## src/rtl/harmonic_mixer.sv

```systemverilog
// Harmonic mixer: requests one sample from each of three harmonic generators, sums them and hands the result to the codec.
// Output formatting is selected by HARMONIC_MIXER_SATURATE_EN (clamp to 16 bits) or its absence (arithmetic divide by 4).
module harmonic_mixer #(
  parameter int unsigned TIMEOUT_CYCLES = 64
) (
  input  logic        clk,
  input  logic        reset,
  input  logic        play_enable,
  input  logic        generate_next_sample,
  input  logic [15:0] h0_sample,
  input  logic [15:0] h1_sample,
  input  logic [15:0] h2_sample,
  input  logic        h0_ready,
  input  logic        h1_ready,
  input  logic        h2_ready,
  output logic        harmonic_request,
  output logic [15:0] mixed_sample,
  output logic        mixed_ready,
  output logic        timeout_flag,
  output logic        overrun_flag
);

  localparam int unsigned SW   = 16;
  localparam int unsigned SUMW = 18;
  localparam int unsigned CNTW = $clog2(TIMEOUT_CYCLES + 1);

  typedef enum logic [2:0] {
    ST_IDLE,
    ST_REQ,
    ST_WAIT,
    ST_SUM,
    ST_DONE
  } state_t;

  state_t            state;
  logic [2:0]        got;
  logic [CNTW-1:0]   wait_cnt;
  logic [SW-1:0]     h0_q;
  logic [SW-1:0]     h1_q;
  logic [SW-1:0]     h2_q;
  logic [SW-1:0]     result;

  logic              capture_c;
  logic [2:0]        rdy_c;
  logic [2:0]        got_c;
  logic              timeout_c;
  logic signed [SUMW-1:0] sum_c;
  logic [SW-1:0]     fmt_c;

  // Only the first ready per harmonic is taken, and only while a request is outstanding.
  assign capture_c = (state == ST_REQ) || (state == ST_WAIT);
  assign rdy_c     = {h2_ready, h1_ready, h0_ready} & ~got & {3{capture_c}};
  assign got_c     = got | rdy_c;
  assign timeout_c = (state == ST_WAIT) && (got_c != 3'b111) &&
                     (wait_cnt == CNTW'(TIMEOUT_CYCLES - 1));

  always_comb begin
    sum_c = SUMW'($signed(h0_q)) + SUMW'($signed(h1_q)) + SUMW'($signed(h2_q));
    fmt_c = '0;
`ifdef HARMONIC_MIXER_SATURATE_EN
    if (sum_c > 18'sd32767) begin
      fmt_c = 16'h7fff;
    end else if (sum_c < -18'sd32768) begin
      fmt_c = 16'h8000;
    end else begin
      fmt_c = SW'(sum_c);
    end
`else
    fmt_c = SW'(sum_c >>> 2);
`endif
  end

  always_ff @(posedge clk or negedge reset) begin
    if (!reset) begin
      state            <= ST_IDLE;
      got              <= '0;
      wait_cnt         <= '0;
      h0_q             <= '0;
      h1_q             <= '0;
      h2_q             <= '0;
      result           <= '0;
      harmonic_request <= 1'b0;
      mixed_sample     <= '0;
      mixed_ready      <= 1'b0;
      timeout_flag     <= 1'b0;
      overrun_flag     <= 1'b0;
    end else begin
      harmonic_request <= 1'b0;
      mixed_ready      <= 1'b0;
      got              <= got_c;

      if (generate_next_sample && (state != ST_IDLE)) begin
        overrun_flag <= 1'b1;
      end
      if (rdy_c[0]) h0_q <= h0_sample;
      if (rdy_c[1]) h1_q <= h1_sample;
      if (rdy_c[2]) h2_q <= h2_sample;

      case (state)
        ST_IDLE: begin
          if (generate_next_sample && play_enable) begin
            state            <= ST_REQ;
            harmonic_request <= 1'b1;
            wait_cnt         <= '0;
          end
        end
        ST_REQ: begin
          state <= ST_WAIT;
        end
        ST_WAIT: begin
          wait_cnt <= wait_cnt + CNTW'(1);
          if (got_c == 3'b111) begin
            state <= ST_SUM;
          end else if (timeout_c) begin
            // Harmonics that never answered contribute silence.
            if (!got_c[0]) h0_q <= '0;
            if (!got_c[1]) h1_q <= '0;
            if (!got_c[2]) h2_q <= '0;
            timeout_flag <= 1'b1;
            state        <= ST_SUM;
          end
        end
        ST_SUM: begin
          result <= fmt_c;
          state  <= ST_DONE;
        end
        ST_DONE: begin
          mixed_sample <= result;
          mixed_ready  <= 1'b1;
          got          <= '0;
          state        <= ST_IDLE;
        end
        default: begin
          state <= ST_IDLE;
        end
      endcase
    end
  end

endmodule

```

## config.mk

```make
export PLATFORM = sky130hd
export DESIGN_NAME = harmonic_mixer
export DESIGN_NICKNAME = d
export VERILOG_FILES = /design/src/rtl/harmonic_mixer.sv
export SDC_FILE = /design/constraint.sdc
export NUM_CORES = 1
export LEC_CHECK = 0
export BUFFER_PORTS_ARGS = -buffer_cell sky130_fd_sc_hd__buf_2
export CAP_MARGIN = 15
export CORE_ASPECT_RATIO = 0.8
export CORE_MARGIN = 5
export CORE_UTILIZATION = 55
export DETAILED_ROUTE_END_ITERATION = 10
export GPL_TIMING_DRIVEN = 0
export PLACE_DENSITY = 0.77
export REMOVE_ABC_BUFFERS = 1
export SLEW_MARGIN = 20
export SYNTH_ARGS = -nofsm -noshare
export SYNTH_HDL_FRONTEND = slang
export SYNTH_SLANG_ARGS = --single-unit
```

## constraint.sdc

```tcl
create_clock -name clk -period 3.8 [get_ports clk]
set_input_delay 0.38 -clock clk [delete_from_list [all_inputs] [get_ports clk]]
set_output_delay 0.38 -clock clk [all_outputs]
set_load 0.05 [all_outputs]
```

Word-level counts from Yosys, hierarchy flattened
Index checks and enable logic that the tools add are counted.
{"block": "classes", "n_bitwise": 5, "n_addsub": 3, "mux": 25, "reduce_logical": 11, "eq_ne": 9}
{"op": "$mux 16", "n": 15}
{"op": "$add 17x16->18", "n": 1}
{"op": "$add 16x16->17", "n": 1}
{"op": "$pmux 7 s2", "n": 1}
{"op": "$mux 3", "n": 4}
{"op": "$pmux 3 s4", "n": 1}
{"op": "$add 7x1->7 const B", "n": 1}
{"op": "$eq 7x6->1 const B", "n": 1}
{"op": "$mux 7", "n": 1}
{"op": "$and 3x3->3", "n": 2}
{"op": "$eq 3x2->1 const B", "n": 2}
{"op": "$eq 3x3->1 const B", "n": 2}
{"op": "$logic_and 1x1->1", "n": 4}
{"op": "$reduce_and 2->1", "n": 2}
{"op": "$eq 3x1->1 const B", "n": 1}
{"op": "$logic_not 3->1", "n": 1}
{"op": "$mux 1", "n": 3}
{"op": "$ne 3x2->1 const B", "n": 1}
{"op": "$ne 3x3->1 const B", "n": 1}
{"op": "$not 3->3", "n": 1}
{"op": "$or 3x3->3", "n": 1}
{"op": "$reduce_and 3->1", "n": 1}
{"op": "$reduce_bool 3->1", "n": 1}
{"op": "$ne 2x2->1 const B", "n": 1}
{"op": "other kinds (3)", "n": 3}
{"block": "word_totals", "elab_cells": 65, "register_bits": 97, "in_bits": 55, "output_inout_bits": 20}

Depth between registers and ports, before layout
Gate-level depths: netlist of run 1.
{"block": "depth", "depth_word": 10, "ltp_mapped": 9}

Worst setup path before layout of run 1
Ideal clock, no wire load.
{"block": "synth_path", "path_type": "register to register", "from": "register h0_q[0]", "to": "register result[11]", "path_buffers": 0, "setup_slack_ns": 1.115, "synth_period_minus_slack_ns": 2.685, "arrival_time_ns": 2.554, "path_stages_with_launch": 10, "setup_time_ns": 0.131, "path_cell_list": "dfrtp_1 -> ha_1 -> a21o_1 -> nor2b_1 -> fa_1 -> a211oi_1 -> nor2_1 -> a31oi_1 -> o41ai_1 -> or3_1"}
{"block": "synth_between", "elab_chain_cells": 2}
{"item": "start: declaration", "line": "38", "rtl": "logic [SW-1:0] h0_q;"}
{"item": "start signal: assignment", "line": "95", "rtl": "if (rdy_c[0]) h0_q <= h0_sample;"}
{"item": "$add 16x16->17", "line": "58", "rtl": "sum_c = SUMW'($signed(h0_q)) + SUMW'($signed(h1_q)) + SUMW'($signed(h2_q));"}
{"item": "$add 17x16->18", "line": "58"}
{"item": "end signal: assignment", "line": "124", "rtl": "result <= fmt_c;"}
{"item": "end: declaration", "line": "41", "rtl": "logic [SW-1:0] result;"}
Every way passes these cells.
A chain may end at the register's enable or synchronous reset.

Final worst setup path of run 1
Same ends and word-level chain as after synthesis.

==> qor.csv, run 1 <==
metric,value,unit
outcome,completed,
path_class,reg -> reg,
avgRoutedWirePerCell,16.8,µm
grt_pass1_wl,19400,µm
min_path_type,in -> reg,
cts_max_level,3,
worst_slack,0.669,ns
fin_util,0.649,
cpMaxStageDelayCell,fa_1,
vias,3827,
dp_cells,659,
start_kind,register,
diodes,0,
ys_ff_latch,97,
yosysSeqAreaShare,0.470,
gp_congestion,0.826,
rows,31,
cp_top_family,compound AO/OA/AOI/OAI gates,
synth.area.top_cells,"dfrtp_1 47%, nand2_1 7.1%, fa_1 6.2%",
ant_nets,0,
drive_gt1_frac,0.230,
grt_usage,0.206,
maxSlewViolCount,0,
crit_cells,9,
io_buffers,74,
dieArea,11400,µm²
period_share,0.824,
die_w,118,µm
cp-end-kind,register,
grt.overflow.total,0,
maxCapViolations,0,
grt_max_degree,61,
max_stage_delay,0.48,ns
critPathBufInv,0,
maxSlewHeadroom,0.328,
drt-total-wl,11300,µm
cp.required,4.02,ns
via_per_inst,5.66,
drc_errors,0,
drt_iter0_drc,203,
fin_skew,0.00763,ns
initial_utilization,0.566,
ios,75,
synth_ff_type,dfrtp_1,
final_cells,676,
pre_cts_slack,0.734,ns
yosys-top-cells-count,"98 x nand2_1, 97 x dfrtp_1, 44 x a21oi_1",
r2r-end,result[11]$_DFFE_PN0P_,
reg2reg_from,h0_q[0]$_DFF_PN0_,
chipHeight,96.6,µm
nets,644,
path_max_fanout,4,
yosysMostFrequentCell,nand2_1,
max_freq,319,MHz
tightest_slew,0.998,ns
core,9110,µm²
synth_top_area_cell,dfrtp_1,
syn2layout_area_growth,14.7,%
cp-startpoint,h0_q[0]$_DFF_PN0_,
hold_viol,0,
grt_pass1_vias,3931,
syn_avg_cell_area,10.5,µm²
cts.path.max_buffers,2,
cts_made_buffers,9,
crit_path_end,result[11]$_DFFE_PN0P_,
clkSlewWorstSetupHoldPaths,0.07,ns
dp.final_hpwl,8220,µm
yosysTopAreaCellShare,0.470,
synth-edff-count,0,
tritoncts,built,
period_needed,3.13,ns
antenna_found_initial,0,
cts.sinks,97,
rsz0062_at_grt,no,
firstDrtPassIters,5,
r2r_setup_slack,0.67,ns
setup_viol,0,
r2r_cells,9,
final.setup.tns,0,ns
synth_warnings,0,
crit_arrival,3.35,ns
yosys.cell_types.count,59,
async_reset_ff_frac,1.00,
synth_cells,490,
root_buffer,clkbuf_16,
clk_latency,0.34,ns
path_cells,ha_1 > a21o_1 > nor2b_1 > fa_1 > a211oi_1 > nor2_1 > a31oi_1 > o41ai_1 > or3_1,
synth_area,5160,µm²
==> flip-flops by register name, summed over array words and instances (netlist names) <==
name / count
h0_q: 16
mixed_sample: 16
h1_q: 16
h2_q: 16
got: 3
result: 16
state: 3
harmonic_request: 1
mixed_ready: 1
wait_cnt: 7
timeout_flag: 1
overrun_flag: 1
==> metal layers <==
| layer | vias to the layer above | global-route usage | part of all wire |
|---|---|---|---|
| li1 | 1852 | - | - |
| met4 | 0 | 0.0564 | 0.012 |
| met5 | - | 0 | 0 |
| met1 | 1844 | 0.301 | 0.48 |
| met2 | 120 | 0.304 | 0.45 |
| met3 | 11 | 0.0542 | 0.061 |
==> what timing repair did <==
action | CTS | global route
setup buffers | 0 | 0
gates resized for setup | 0 | 0
hold buffers | 1 | 0
hold endpoints to repair | 37 | 0
==> worst reg2reg max path, delay by kind of cell (launching register included) <==
kind | cells | cell delay, ns
DFF | 1 | 0.38
and+or+nand+nor | 3 | 0.63
AOI/OAI and AO/OA | 4 | 1.23
adders and majority gates | 2 | 0.77
==> layout by cell type (no fill, tap or decap), drive strengths merged, types with 2 or more instances in the layout <==
cell type and count:
inv 14, dfrtp 97, fa 16, o21ai 11
o31ai 7, or3 3, and4 4, o31a 2
mux2i 17, a31oi 5, a211o 2, buf 78
xor2 8, nor2 33, xnor2 5, ha 17
a211oi 6, o21a 5, nor3b 2, nand4 8
o41ai 2, nand3 2, clkbuf 11, nor4b 3
mux2 16, nor3 7, nand3b 2, nand2 98
and2 2, o21bai 4, nor4 2, a21o 6
and3 4, o211ai 4, a21oi 46
==> worst min path at each step <==
stage	start	to	slack [ns]	depth (start not counted)
3_3_place_gp	overrun_flag$_DFFE_PN0P_	overrun_flag$_DFFE_PN0P_	0.44	1
2_1_floorplan	reset	got[0]$_DFF_PN0_	0.08	0
6_report	h1_sample[13]	h1_q[13]$_DFF_PN0_	0.26	3
5_1_grt	h1_sample[12]	h1_q[12]$_DFF_PN0_	0.27	3
4_1_cts	h1_sample[13]	h1_q[13]$_DFF_PN0_	0.26	3
3_5_place_dp	reset	h1_q[0]$_DFF_PN0_	0.30	1
==> through the flow <==
| stage | hold slack [ns] | cell area, µm² |
|---|---|---|
| global placement | 0.444 | 5540 |
| floorplan | 0.0844 | 5020 |
| detailed placement | 0.304 | 5610 |
| CTS | 0.255 | 5920 |
| global route | 0.267 | 5920 |
| finish | 0.262 | 5920 |
==> cell type report <==
cell class,count,area (µm²)
fill,696,3200
multi-input combinational,359,2570
sequential,97,2430
timing repair buffer,79,440
clock buffer,11,253
tap,115,144
clock inverter,5,45.0
inverter,10,37.5
==> kinds of logic after synthesis <==
logic type	share of synthesized area
AOI/OAI and AO/OA	0.132
xor gates and xnor gates	0.0257
adders and majority gates	0.103
buffers and inverters	0.0339
DFF	0.470
muxes	0.0679
and+or+nand+nor	0.167
Power of run 1 is left out: the tool's default activity adds up to more than one toggle a clock period on the data nets, which glitch-free logic cannot reach.
==> run 2, diff against run 1 <==
--- a/config.mk
+++ b/config.mk
@@ -9,7 +9,7 @@
 export CAP_MARGIN = 15
 export CORE_ASPECT_RATIO = 0.8
 export CORE_MARGIN = 5
-export CORE_UTILIZATION = 55
+export CORE_UTILIZATION = 52
 export DETAILED_ROUTE_END_ITERATION = 10
 export GPL_TIMING_DRIVEN = 0
 export PLACE_DENSITY = 0.77
==> constraint.sdc (replaced) <==
create_clock -name clk -period 2.7 [get_ports clk]
set_input_delay 0.27 -clock clk [delete_from_list [all_inputs] [get_ports clk]]
set_output_delay 0.27 -clock clk [all_outputs]
set_load 0.05 [all_outputs]
==> run 2 against run 1 <==
First-iteration DRC count is 15% higher. Register-to-register slack worse by 0.65 ns. Worst hold slack worse by 0.10 ns. Sequential cell count stayed put. Worst setup slack worse by 0.65 ns. Maximum frequency is 17% higher. Global-route usage is 0.90 points lower. Critical path depth is 1 higher. Via count is 1.6% higher. Core utilization is 2.5 points lower. Highest routed layer unchanged.
==> qor.csv, run 2 (synthesis gave the netlist of run 1 again) <==
metric,value,unit,change
outcome,completed,,unchanged
rsz0062_at_grt,yes,,was no
dieArea,12000,µm²,was 11400 µm²
root_buffer,clkbuf_16,,unchanged
cp-end-kind,register,,unchanged
tightest_slew,1.10,ns,was 0.998 ns
gp_congestion,0.838,,was 0.826
cts_made_buffers,9,,unchanged
max_freq,373,MHz,was 319 MHz
grt.overflow.total,0,,unchanged
cts_max_level,3,,unchanged
via_per_inst,5.54,,was 5.66
syn2layout_area_growth,17.2,%,was 14.7%
hold_viol,0,,unchanged
grt_pass1_vias,3904,,was 3931
antenna_found_initial,0,,unchanged
busiest_layer,met2,,unchanged
clkSlewWorstSetupHoldPaths,0.07,ns,about the same
grt_usage,0.197,,was 0.206
drt_iter0_drc,234,,was 203
start_kind,register,,unchanged
grt_use_met1,0.290,,was 0.301
die_w,121,µm,was 118 µm
initial_utilization,0.533,,was 0.566
io_buffers,74,,unchanged
path_max_fanout,3,,was 4
firstDrtPassIters,4,,was 5
fin_skew,0.00693,ns,was 0.00763 ns
ant_nets,0,,unchanged
maxSlewHeadroom,0.261,,was 0.328
dp.final_hpwl,8410,µm,was 8220 µm
cp.required,2.89,ns,was 4.02 ns
rows,32,,was 31
seq_area,2430,µm²,unchanged
chipHeight,99.1,µm,was 96.6 µm
drt-total-wl,11700,µm,was 11300 µm
grt_max_degree,61,,unchanged
cts.sinks,97,,unchanged
ios,75,,unchanged
nets,649,,was 644
setup_viol,0,,unchanged
mostFrequentLayoutCell,nand2_1,,unchanged
drc_errors,0,,unchanged
maxCapViolations,0,,unchanged
period_needed,2.68,ns,was 3.13 ns
fillerInstances,797,,was 696
maxSlewViolCount,0,,unchanged
core,9690,µm²,was 9110 µm²
pre_cts_slack,-0.330,ns,was 0.734 ns
final_cell_mix,"98 x nand2_1, 97 x dfrtp_1, 73 x buf_2",,unchanged
min_path_type,in -> reg,,unchanged
worst_slack,0.0213,ns,was 0.669 ns
path_class,reg -> reg,,unchanged
drive_gt1_frac,0.261,,was 0.230
vias,3890,,was 3827
diodes,0,,unchanged
avgRoutedWirePerCell,16.7,µm,was 16.8 µm
met2_usage,0.304,,about the same
crit_arrival,2.87,ns,was 3.35 ns
period_share,0.992,,was 0.824
grt_use_met3,0.0358,,was 0.0542
multi_input_area,2640,µm²,was 2570 µm²
cts.path.max_buffers,2,,unchanged
clk_latency,0.34,ns,about the same
tritoncts,built,,unchanged
grt_pass1_wl,19200,µm,was 19400 µm
==> run 2: cell types whose count changed in the layout (fill, tap and decap cells not counted), sizes merged <==
cell    previous run  this run
clkinv             0         1
buf               78        83
clkbuf            11        10
==> run 2: worst max-delay path: stages (launching register included) <==
cell	delay, ns
dfrtp_1	0.36
inv_2	0.05
fa_1	0.60
nor2b_2	0.06
fa_2	0.38
a211oi_4	0.33
o41ai_2	0.12
a31oi_1	0.18
buf_4	0.16
mux2i_1	0.19
o211ai_1	0.10
==> run 2: repair_timing <==
item                                    4_1_cts  5_1_grt
pin swaps                                     3        6
setup buffers                                 1        4
endpoints found under the setup margin        6        7
hold endpoints to repair                     37        0
hold buffers                                  1        0
resized for setup                             4       15
==> run 2: path summary, 6_finish.rpt <==
kind,from,endpoint,slack [ns],depth (start not counted)
worst min-delay path,h0_sample[11],h0_q[11]$_DFF_PN0_,0.16,3
max in group asynchronous,reset,mixed_sample[10]$_DFFE_PN0P_,1.70,3
min in group asynchronous,reset,h0_q[0]$_DFF_PN0_,0.40,2
worst max register to register,h0_q[1]$_DFF_PN0_,result[13]$_DFFE_PN0P_,0.02,10
worst max-delay path,h0_q[1]$_DFF_PN0_,result[13]$_DFFE_PN0P_,0.02,10
worst min register to register,overrun_flag$_DFFE_PN0P_,overrun_flag$_DFFE_PN0P_,0.47,1
==> run 2: area by class of cell <==
class / count / area share
inverters: 10 / 0.00620
flip-flops and latches: 97 / 0.401
clock buffers: 10 / 0.0395
well taps: 136 / 0.0281
clock inverters: 6 / 0.00786
repair buffers: 84 / 0.0802
multi-input cells: 359 / 0.437
==> run 2: routing by layer <==
metal  wire [µm]  vias to the layer above
met4         147                        0
met3         657                       14
met5           0                        -
met2        5450                      126
met1        5440                     1894
li1            -                     1856
==> run 2: stage by stage <==
stage,util,TNS [ns],hold slack (ns),instances,instance area (µm²)
6_report,0.624,0,0.160,702,6050
5_1_grt,0.624,-0.433,0.164,702,6050
4_1_cts,0.616,0,0.154,698,5970
3_5_place_dp,0.583,-1.17,0.192,680,5650
3_3_place_gp,0.574,-23.33,0.444,676,5560
2_1_floorplan,-,-0.00182,-0.0256,466,5020
Power of run 2 is left out for the same reason.
==> run 3, diff against run 2 <==
--- a/config.mk
+++ b/config.mk
@@ -9,10 +9,10 @@
 export CAP_MARGIN = 15
 export CORE_ASPECT_RATIO = 0.8
 export CORE_MARGIN = 5
-export CORE_UTILIZATION = 52
+export CORE_UTILIZATION = 45
 export DETAILED_ROUTE_END_ITERATION = 10
 export GPL_TIMING_DRIVEN = 0
-export PLACE_DENSITY = 0.77
+export PLACE_DENSITY = 0.68
 export REMOVE_ABC_BUFFERS = 1
 export SLEW_MARGIN = 20
 export SYNTH_ARGS = -nofsm -noshare
==> run 3 against run 2 <==
Highest routed layer unchanged. Worst hold slack gained 0.0023 ns. Count of clock-buffer cells in the layout grew 1. Final cell count grew 1.6%. Register-to-register slack gained 0.02 ns. Die area grew 14%. Critical path depth is the same. Routed wire length shrank 0.12%.
==> qor.csv, run 3 (synthesis gave the netlist of run 1 again) <==
metric,value,unit,change
outcome,completed,,unchanged
pre_cts_slack,-0.327,ns,was -0.330 ns
final.setup.tns,0,ns,unchanged
tritoncts,built,,unchanged
die_w,130,µm,was 121 µm
antenna_found_initial,0,,unchanged
cts_made_buffers,9,,unchanged
maxCapViolations,0,,unchanged
dieArea,13700,µm²,was 12000 µm²
clk_latency,0.34,ns,about the same
core,11400,µm²,was 9690 µm²
syn2layout_area_growth,18.0,%,was 17.2%
drt-total-wl,11700,µm,about the same
fillerInstances,1031,,was 797
grt_pass1_wl,19700,µm,was 19200 µm
crit_arrival,2.84,ns,was 2.87 ns
diodes,0,,unchanged
ant_nets,0,,unchanged
rsz0062_at_grt,yes,,unchanged
initial_utilization,0.453,,was 0.533
path_class,reg -> reg,,unchanged
grt_max_degree,58,,was 61
maxSlewViolCount,0,,unchanged
cts.path.max_buffers,2,,unchanged
mostFrequentLayoutCell,nand2_1,,unchanged
vias,3803,,was 3890
max_freq,376,MHz,was 373 MHz
drc_errors,0,,unchanged
min_path_type,in -> reg,,unchanged
start_kind,register,,unchanged
chipHeight,106,µm,was 99.1 µm
path_max_fanout,3,,unchanged
tightest_slew,0.965,ns,was 1.10 ns
firstDrtPassIters,4,,unchanged
cp-end-kind,register,,unchanged
root_buffer,clkbuf_16,,unchanged
via_per_inst,5.33,,was 5.54
clkSlewWorstSetupHoldPaths,0.07,ns,about the same
ios,75,,unchanged
io_buffers,74,,unchanged
dp.final_hpwl,8400,µm,was 8410 µm
cts_max_level,3,,unchanged
hold_viol,0,,unchanged
final_cell_mix,"98 x nand2_1, 97 x dfrtp_1, 73 x buf_2",,unchanged
grt_pass1_vias,3913,,was 3904
maxSlewHeadroom,0.351,,was 0.261
rows,35,,was 32
gp_congestion,0.829,,was 0.838
grt.overflow.total,0,,unchanged
avgRoutedWirePerCell,16.4,µm,was 16.7 µm
drive_gt1_frac,0.255,,was 0.261
period_share,0.984,,was 0.992
worst_slack,0.0422,ns,was 0.0213 ns
cp.required,2.88,ns,was 2.89 ns
fin_skew,0.00945,ns,was 0.00693 ns
period_needed,2.66,ns,was 2.68 ns
grt_usage,0.178,,was 0.197
drt_iter0_drc,206,,was 234
setup_viol,0,,unchanged
cts.sinks,97,,unchanged
nets,649,,unchanged
## run 3: area by class of cell
type	count	area (µm²)	area share
Clock buffer	11	253	0.0415
Clock inverter	4	76.3	0.0125
Inverter	10	37.5	0.00616
Multi-Input combinational cell	359	2630	0.432
Sequential cell	97	2430	0.399
Tap cell	148	185	0.0304
Timing Repair Buffer	84	482	0.0791
## run 3: what timing repair did
| action | in CTS | in global routing |
|---|---|---|
| hold endpoints to repair | 40 | 0 |
| hold buffers | 1 | 0 |
| pin swaps | 4 | 1 |
| gates resized for setup | 4 | 10 |
| buffers inserted | 2 | 2 |
| endpoints found under the setup margin | 6 | 7 |
## run 3: per-stage QoR
step / hold slack, ns / util / cells / area, µm²
floorplan: -0.0256 / - / 466 / 5020
global placement: 0.445 / 0.490 / 688 / 5580
detailed placement: 0.208 / 0.497 / 693 / 5660
CTS: 0.155 / 0.530 / 711 / 6040
global route: 0.155 / 0.535 / 713 / 6090
finish: 0.162 / 0.535 / 713 / 6090
## run 3: critical path, cell delays in order, from the launching register on
cell and delay [ns]:
dfrtp_1 0.39, ha_1 0.30, a21o_1 0.22, nor2b_1 0.15
fa_2 0.38, a211oi_4 0.27, o41ai_1 0.12, a31oi_1 0.18
buf_4 0.17, mux2i_1 0.21, o211ai_1 0.11
## run 3: path summary, 6_finish.rpt
path                                               start                  endpoint  slack [ns]  cells after the start
worst min-delay path                       h1_sample[12]        h1_q[12]$_DFF_PN0_        0.16                      3
max in group asynchronous                          reset         h1_q[1]$_DFF_PN0_        1.67                      3
worst max register to register         h0_q[0]$_DFF_PN0_    result[13]$_DFFE_PN0P_        0.04                     10
min in group asynchronous                          reset        h0_q[15]$_DFF_PN0_        0.42                      2
worst min register to register  overrun_flag$_DFFE_PN0P_  overrun_flag$_DFFE_PN0P_        0.47                      1
worst max-delay path                   h0_q[0]$_DFF_PN0_    result[13]$_DFFE_PN0P_        0.04                     10
## run 3: layer usage
layer / vias up / wire, µm / track usage
met5: - / 0 / 0
met4: 0 / 174 / 0.0512
met3: 14 / 551 / 0.0380
met2: 98 / 5000 / 0.253
met1: 1829 / 5950 / 0.272
li1: 1862 / - / -
Power of run 3 is left out for the same reason.
